==> src/rtl/lynx_pkg.sv <==
// Shared types and constants for the Lynx video-bank arbiter slice.
package lynx_pkg;

  localparam int VRAM_AW       = 15;
  localparam int VRAM_BANK_BIT = 14;

  typedef enum logic [1:0] {IDLE, ISSUE, WAITD, DONE} arb_state_t;
  typedef enum logic {OWN_VID, OWN_CPU} owner_t;

endpackage

==> src/rtl/lynx_arb_prio.sv <==
// Video-priority grant decision with a CPU starvation counter.
// The forced-grant flag exists only when LYNX_VRAM_ARB_STATS_EN is defined.
module lynx_arb_prio
  import lynx_pkg::*;
#(
  parameter int VID_BURST = 4
) (
  input  logic clock,
  input  logic reset,
  input  logic arb_en,
  input  logic vid_req,
  input  logic cpu_req,
  output logic grant_vid,
  output logic grant_cpu
`ifdef LYNX_VRAM_ARB_STATS_EN
  ,
  output logic forced
`endif
);

  localparam logic [3:0] BURST = 4'(VID_BURST);

  logic [3:0] cnt;
  logic       at_limit;

  always_comb begin
    at_limit  = (cnt == BURST);
    grant_vid = arb_en && vid_req && !(cpu_req && at_limit);
    grant_cpu = arb_en && !grant_vid && cpu_req;
  end

`ifdef LYNX_VRAM_ARB_STATS_EN
  // A CPU grant only counts as forced when video was also asking.
  assign forced = grant_cpu && vid_req;
`endif

  // Counts video grants taken while the CPU is kept waiting.
  always_ff @(posedge clock) begin
    if (reset) begin
      cnt <= '0;
    end else if (grant_vid) begin
      if (!cpu_req)      cnt <= '0;
      else if (!at_limit) cnt <= cnt + 4'd1;
    end else if (grant_cpu) begin
      cnt <= '0;
    end
  end

endmodule

==> src/rtl/lynx_vram_arbiter.sv <==
// Single-port video-bank arbiter: video fetch has priority, CPU gets a bounded-wait slot.
// Define LYNX_VRAM_ARB_STATS_EN to add grant statistics counters.
module lynx_vram_arbiter
  import lynx_pkg::*;
#(
  parameter int AW        = VRAM_AW,
  parameter int MEM_LAT   = 2,
  parameter int VID_BURST = 4
) (
  input  logic          clock,
  input  logic          reset,
  input  logic          vid_req,
  input  logic [AW-1:0] vid_addr,
  output logic          vid_ack,
  output logic [7:0]    vid_data,
  input  logic          cpu_req,
  input  logic          cpu_we,
  input  logic [AW-1:0] cpu_addr,
  input  logic [7:0]    cpu_di,
  output logic          cpu_ack,
  output logic [7:0]    cpu_do,
  output logic          cpu_wait,
  output logic          mem_ce,
  output logic          mem_we,
  output logic [AW-1:0] mem_addr,
  output logic [7:0]    mem_di,
  input  logic [7:0]    mem_do
`ifdef LYNX_VRAM_ARB_STATS_EN
  ,
  output logic [15:0]   stat_vid_cnt,
  output logic [15:0]   stat_cpu_cnt,
  output logic [15:0]   stat_force_cnt
`endif
);

  localparam logic [2:0] WAIT_LAST = 3'(MEM_LAT - 1);

  arb_state_t    state, state_nxt;
  owner_t        owner_p0;
  logic [AW-1:0] addr_p0;
  logic          we_p0;
  logic [7:0]    di_p0;
  logic [2:0]    wait_cnt;
  logic          arb_en;
  logic          grant_vid;
  logic          grant_cpu;
  logic          capture;
`ifdef LYNX_VRAM_ARB_STATS_EN
  logic          forced;
`endif

  assign arb_en  = (state == IDLE);
  assign capture = (state == WAITD) && (wait_cnt == WAIT_LAST);

  lynx_arb_prio #(
    .VID_BURST (VID_BURST)
  ) u_prio (
    .clock     (clock),
    .reset     (reset),
    .arb_en    (arb_en),
    .vid_req   (vid_req),
    .cpu_req   (cpu_req),
    .grant_vid (grant_vid),
    .grant_cpu (grant_cpu)
`ifdef LYNX_VRAM_ARB_STATS_EN
    ,
    .forced    (forced)
`endif
  );

  always_ff @(posedge clock) begin
    if (reset) state <= IDLE;
    else       state <= state_nxt;
  end

  // WAITD spans MEM_LAT clocks so the ack lands MEM_LAT+1 clocks after ISSUE.
  always_comb begin
    state_nxt = state;
    mem_ce    = 1'b0;
    mem_we    = 1'b0;
    vid_ack   = 1'b0;
    cpu_ack   = 1'b0;
    case (state)
      IDLE:  if (grant_vid || grant_cpu) state_nxt = ISSUE;
      ISSUE: begin
        mem_ce    = 1'b1;
        mem_we    = we_p0;
        state_nxt = WAITD;
      end
      WAITD: if (wait_cnt == WAIT_LAST) state_nxt = DONE;
      DONE: begin
        vid_ack   = (owner_p0 == OWN_VID);
        cpu_ack   = (owner_p0 == OWN_CPU);
        state_nxt = IDLE;
      end
      default: state_nxt = IDLE;
    endcase
  end

  assign cpu_wait = cpu_req & ~cpu_ack;
  assign mem_addr = addr_p0;
  assign mem_di   = di_p0;

  // Grant stage: request fields are frozen here; later input changes are ignored.
  always_ff @(posedge clock) begin
    if (reset) begin
      owner_p0 <= OWN_VID;
      addr_p0  <= '0;
      we_p0    <= 1'b0;
      di_p0    <= '0;
      wait_cnt <= '0;
      vid_data <= '0;
      cpu_do   <= '0;
    end else begin
      if (grant_vid) begin
        owner_p0 <= OWN_VID;
        addr_p0  <= vid_addr;
        we_p0    <= 1'b0;
        di_p0    <= '0;
      end else if (grant_cpu) begin
        owner_p0 <= OWN_CPU;
        addr_p0  <= cpu_addr;
        we_p0    <= cpu_we;
        di_p0    <= cpu_di;
      end
      if (state == ISSUE)      wait_cnt <= '0;
      else if (state == WAITD) wait_cnt <= wait_cnt + 3'd1;
      // Capture stage: read data lands in the owner's register as the ack starts.
      if (capture && !we_p0) begin
        if (owner_p0 == OWN_VID) vid_data <= mem_do;
        else                     cpu_do   <= mem_do;
      end
    end
  end

`ifdef LYNX_VRAM_ARB_STATS_EN
  always_ff @(posedge clock) begin
    if (reset) begin
      stat_vid_cnt   <= '0;
      stat_cpu_cnt   <= '0;
      stat_force_cnt <= '0;
    end else begin
      if (grant_vid) stat_vid_cnt   <= stat_vid_cnt + 16'd1;
      if (grant_cpu) stat_cpu_cnt   <= stat_cpu_cnt + 16'd1;
      if (forced)    stat_force_cnt <= stat_force_cnt + 16'd1;
    end
  end
`endif

endmodule

==> config.mk <==
export PLATFORM = sky130hd
export DESIGN_NAME = lynx_vram_arbiter
export DESIGN_NICKNAME = d
export VERILOG_FILES = /design/src/rtl/lynx_pkg.sv /design/src/rtl/lynx_arb_prio.sv /design/src/rtl/lynx_vram_arbiter.sv
export SDC_FILE = /design/constraint.sdc
export NUM_CORES = 1
export LEC_CHECK = 0
export CELL_PAD_IN_SITES_DETAIL_PLACEMENT = 0
export CELL_PAD_IN_SITES_GLOBAL_PLACEMENT = 1
export CORE_AREA = 5 5 76 113
export CTS_CLUSTER_SIZE = 10
export DETAILED_ROUTE_END_ITERATION = 7
export DIE_AREA = 0 0 81 118
export PLACE_DENSITY_LB_ADDON = 0.25
export SKIP_CTS_REPAIR_TIMING = 1
export SLEW_MARGIN = 20
export SYNTH_ARGS = -nofsm -noshare
export SYNTH_HDL_FRONTEND = slang
export SYNTH_SLANG_ARGS = --single-unit
==> constraint.sdc <==
create_clock -name clock -period 2 [get_ports clock]
set_input_delay 0.2 -clock clock [delete_from_list [all_inputs] [get_ports clock]]
set_output_delay 0.2 -clock clock [all_outputs]
set_load 0.005 [all_outputs]
Word level (Yosys, flattened, before mapping) --
Cells that the tools add are included.
Word-level totals: flip-flop bits (word level) 50, bits of input ports 51, output and inout port bits 44, logic and storage cells 54
Operators by class: add/sub/neg operators 2, eq/ne operators 8, multiplexer cells 13, bitwise operators 3, reduce and logical (&&, ||, !) cells 19
Operators by type and width (number):
- two-way mux 15 bit | 2
- two-way mux 4 bit | 4
- case mux 2 bit (4 select lines) | 1
- AND reduction 2 bit | 4
- logical AND 1 bit | 7
- adder 4 x 1 -> 4 bit (second input constant) | 1
- == test 2 bit (second input constant) | 2
- == test 4 x 3 -> 1 bit (second input constant) | 1
- two-way mux 1 bit | 4
- two-way mux 2 bit | 2
- OR reduction 2 bit | 2
- adder 3 x 1 -> 3 bit (second input constant) | 1
- == test 3 x 1 -> 1 bit (second input constant) | 1
- logical NOT 1 bit | 3
- inequality test 3 bit (second input constant) | 1
- == test 2 x 1 -> 1 bit (second input constant) | 1
- logical NOT 2 bit | 1
- inequality test 2 x 1 -> 1 bit (second input constant) | 1
- inequality test 2 bit (second input constant) | 1
- NOT 1 bit | 2
- nonzero test 2 bit | 1
- bitwise AND 1 bit | 1
- logical OR 1 bit | 1

Longest topological paths before layout --
word-level depth 10, depth in mapped cells 7

By module --
A second synthesis with hierarchy kept.
Unflattened totals: cell total of the unflattened synthesis 226, area total of the unflattened synthesis 2351.0 µm²
Modules (own cells, without submodules):
- lynx_vram_arbiter | instances 1, cells each 196, area each 2104.5 µm²
- lynx_arb_prio | instances 1, cells each 30, area each 246.5 µm²

Worst setup path before layout --
No wires, ideal clock.
path type register -> register, from register state[0], to register vid_data[0], setup time 0.128 ns, data arrival time 1.449 ns, setup slack 0.424 ns, cell stages (with the launch flop) 8, buffers on the path 1, path through dfxtp_1 > inv_1 > ha_1 > and4bb_2 > and2b_2 > buf_6 > mux2i_1 > nor2_1
Between the ends: longest elaborated chain between the ends 4
RTL lines:
- from (decl) | line lynx_vram_arbiter.sv:38 | arb_state_t state, state_nxt;
- from (signal assigned) | line lynx_vram_arbiter.sv:73 | else state <= state_nxt;
- == test 2 bit | line lynx_vram_arbiter.sv:53 | assign capture = (state == WAITD) && (wait_cnt == WAIT_LAST);
- logical AND 1 bit | line lynx_vram_arbiter.sv:53
- logical AND 1 bit | line lynx_vram_arbiter.sv:129 | if (capture && !we_p0) begin
- AND reduction 2 bit (no line)
- to (signal assigned) | line lynx_vram_arbiter.sv:130 | if (owner_p0 == OWN_VID) vid_data <= mem_do;
- to (decl) | line lynx_vram_arbiter.sv:15 | output logic [7:0] vid_data,
Every way passes these cells. A chain may end at the register's enable or synchronous reset.

Worst setup path after layout --
from register state[1], to output mem_we
Between the ends: longest elaborated chain between the ends 2
RTL lines:
- == test 2 x 1 -> 1 bit | line lynx_vram_arbiter.sv:83 | case (state)
- two-way mux 1 bit | line lynx_vram_arbiter.sv:83
- to (decl) | line lynx_vram_arbiter.sv:24 | output logic mem_we,
Every way passes these cells.

==> results_dict.tcl <==
set metrics [dict create \
    synth-seq-area-share_pct 47.17 \
    internal_power_mw 2.175 \
    wl_met2_um 2915 \
    power.switching_uw 946.8 \
    path_cells "inv_1, ha_1, and2_1, clkdlybuf4s50_1" \
    yosysUniqueCellTypes 29 \
    setup_tns_ps 0 \
    fmax_ghz 0.5479 \
    cts_max_path_buffers 2 \
    reg2regPathDepth 6 \
    clkLatencyLatePin_ps 290 \
    final_cells 441 \
    yosys_warnings 0 \
    ir_drop_v 0.0005141 \
    maxCapViolCount 0 \
    swShare_pct 30.33 \
    core_area_mm2 0.007515 \
    vias_per_cell 4.431 \
    drt-pass1-iter-count 4 \
    met3_length_um 518 \
    port_buffers 94 \
    cts.reportedPaths.clkPinSlew_ps 70 \
    crit_fanout 5 \
    pwr-share-seq_pct 40.1 \
    dp.cells 434 \
    crit_path_end_kind "primary output" \
    finish.utilization_pct 44.31 \
    worst_slew_pin_slew_ps 451.6 \
    synth_top_area_share_pct 47.17 \
    wl_met1_um 2324 \
    final_common_cell "clkdlybuf4s50_1" \
    initial_core_util_pct 28.24 \
    setup_viol 0 \
    critPathMaxStageDelay_ps 510 \
    grt_pass1_wl_um 9501 \
    cellPowerDensity_mw_per_mm2 937.6 \
    pwr-share-comb_pct 34.0 \
    syn_avg_cell_area_um2 8.661 \
    nNetsFinal 399 \
    drive_above_1_share_pct 5.015 \
    fin_skew_ps 5.882 \
    clockPowerShare_pct 25.9 \
    routabilityCongestion 0.7575 \
    whs_ps 457.0 \
    hold_path_class "reg2reg" \
    drc 0 \
    outcome "finished clean" \
    tritoncts "built" \
    postRouteAntennaNets 0 \
    syn_nets 305 \
    top_layer "met4" \
    rsz0062_at_grt "no" \
    cts.htree.levels 2 \
    grt_max_degree 31 \
    syn_inst 245 \
    fp.dieH_um 118 \
    crit_path_top_delay_cell "clkdlybuf4s50_1" \
    syn2layout_area_growth_pct 56.90 \
    via_count 1954 \
    wl_um 5876 \
    cts_buffers 5 \
    r2r_start "state[0]" \
    synth_area_leader_cell "dfxtp_1" \
    synth_area_leaders "dfxtp_1 (47%), nand2_1 (9.2%), mux2i_1 (8.5%)" \
    overflow 0 \
    r2r_slack_ps 430 \
    dieArea_mm2 0.009558 \
    synthesis.area_mm2 0.002122 \
    clock_sinks 50 \
    hpwlAfterDp_um 4437 \
    antenna_found_initial 0 \
    drt_first_iter_violations 38 \
    crit_end "mem_we" \
    wire_per_inst_um 13.32 \
    gr-usage-all-layers_pct 12.76 \
    hold_viol 0 \
    maxSlewViolCount 0 \
    rows 39 \
    leakage_nw 1.291 \
    startpoint "state[1]" \
    startpoint_type "flip-flop" \
    min_period_ps 1825 \
    required_ps 1800 \
    diodes 0 \
    layout.cells.most_common_list "clkdlybuf4s50_1 (93), nand2_1 (52), dfxtp_1 (50), nor2_1 (39), mux2i_1 (18)" \
    r2r-end "vid_data[1]" \
    slew_headroom_pct 69.58 \
    final.period_utilization_pct 91.25 \
    path_class "reg2out" \
    die_x_um 81 \
    grt_pass1_vias 2022 \
    cp_data_arrival_time_ps 1630 \
    ys_ff_latch 50 \
    cts_root_buf "clkbuf_16" \
    ioPinCount 95 \
]
==> per-layer routing <==
metal	up-vias	GRT usage (%)
met4	0	5.285
met2	70	22.84
met5	-	0
met3	8	5.054
met1	870	12.62
li1	1006	-
==> kinds of logic (layout without fill, tap and decap cells) <==
logic type | Yosys count | in the layout | share of synthesized area, %
muxes | 18 | 18 | 8.490
DFF | 50 | 50 | 47.17
and+or+nand+nor | 113 | 113 | 22.76
adders and majority gates | 9 | 9 | 5.307
AOI/OAI and AO/OA | 33 | 33 | 10.79
xor gates and xnor gates | 2 | 2 | 0.8256
buffers and inverters | 20 | 114 | 4.658
==> cell usage after synthesis <==
cell       instances
buf_1              1
clkbuf_1           5
and4bb_2           1
nand2_1           52
nand4b_1           1
buf_4              3
buf_2              4
and2_1             4
nand2b_1           2
mux2i_1           18
a21oi_1           12
nor3_1             4
nand3_1            3
dfxtp_1           50
ha_1               9
and2b_2            1
nor2b_1            4
a311oi_1          15
a2111oi_0          1
nor2_1            39
o21ai_0            3
xnor2_1            1
nand2_2            1
inv_1              6
buf_6              1
a31oi_1            1
a22oi_1            1
nor3b_1            1
xor2_1             1
==> layout make-up <==
cell class,count,area (µm²)
tap,102,127.6
inverter,6,22.52
clock buffer,5,125.1
clock inverter,2,10.01
timing repair buffer,101,1021
sequential,50,1001
fill,770,4185
multi-input combinational,175,1022
==> worst min-delay path by stage <==
stage | start | endpoint | slack (ps) | depth (start not counted)
2_1_floorplan | reset | wait_cnt[1] | 290 | 1
3_3_place_gp | mem_di[0] | mem_di[0] | 450 | 2
3_5_place_dp | mem_di[5] | mem_di[5] | 450 | 2
4_1_cts | cpu_di[6] | mem_di[6] | 450 | 3
5_1_grt | cpu_di[2] | mem_di[2] | 480 | 3
6_report | mem_di[5] | mem_di[5] | 460 | 2
==> registers in the layout, summed over array words and instances (netlist names) <==
signal	flops
cpu_do	8
mem_addr	15
mem_di	8
owner_p0	1
state	2
u_prio.cnt	4
vid_data	8
wait_cnt	3
we_p0	1
==> stage by stage <==
step | cell area, µm² | total power, mW | setup slack, ps
global route | 3329 | 3.359 | 64.82
CTS | 3327 | 3.191 | 85.99
global placement | 3192 | 2.350 | 287.4
floorplan | 2122 | 1.811 | 423.9
finish | 3329 | 3.122 | 174.9
detailed placement | 3192 | 2.357 | 304.9
==> power groups by stage <==
stage | logic [mW] | registers, mW | clock network (mW)
final | 1.06 | 1.25 | 0.808
after detailed placement | 1.08 | 1.28 | 0
after floorplan | 0.544 | 1.27 | 0
after CTS | 1.09 | 1.25 | 0.851
after global routing | 1.19 | 1.28 | 0.894
after global placement | 1.08 | 1.27 | 0
==> critical path, delay by kind of cell (launching register included) <==
family                     cells  cell delay [ps]
buffers and inverters          2              610
DFF                            1              340
adders and majority gates      1              240
and+or+nand+nor                1              150
No activity file was read; power rests on OpenSTA's default activity.
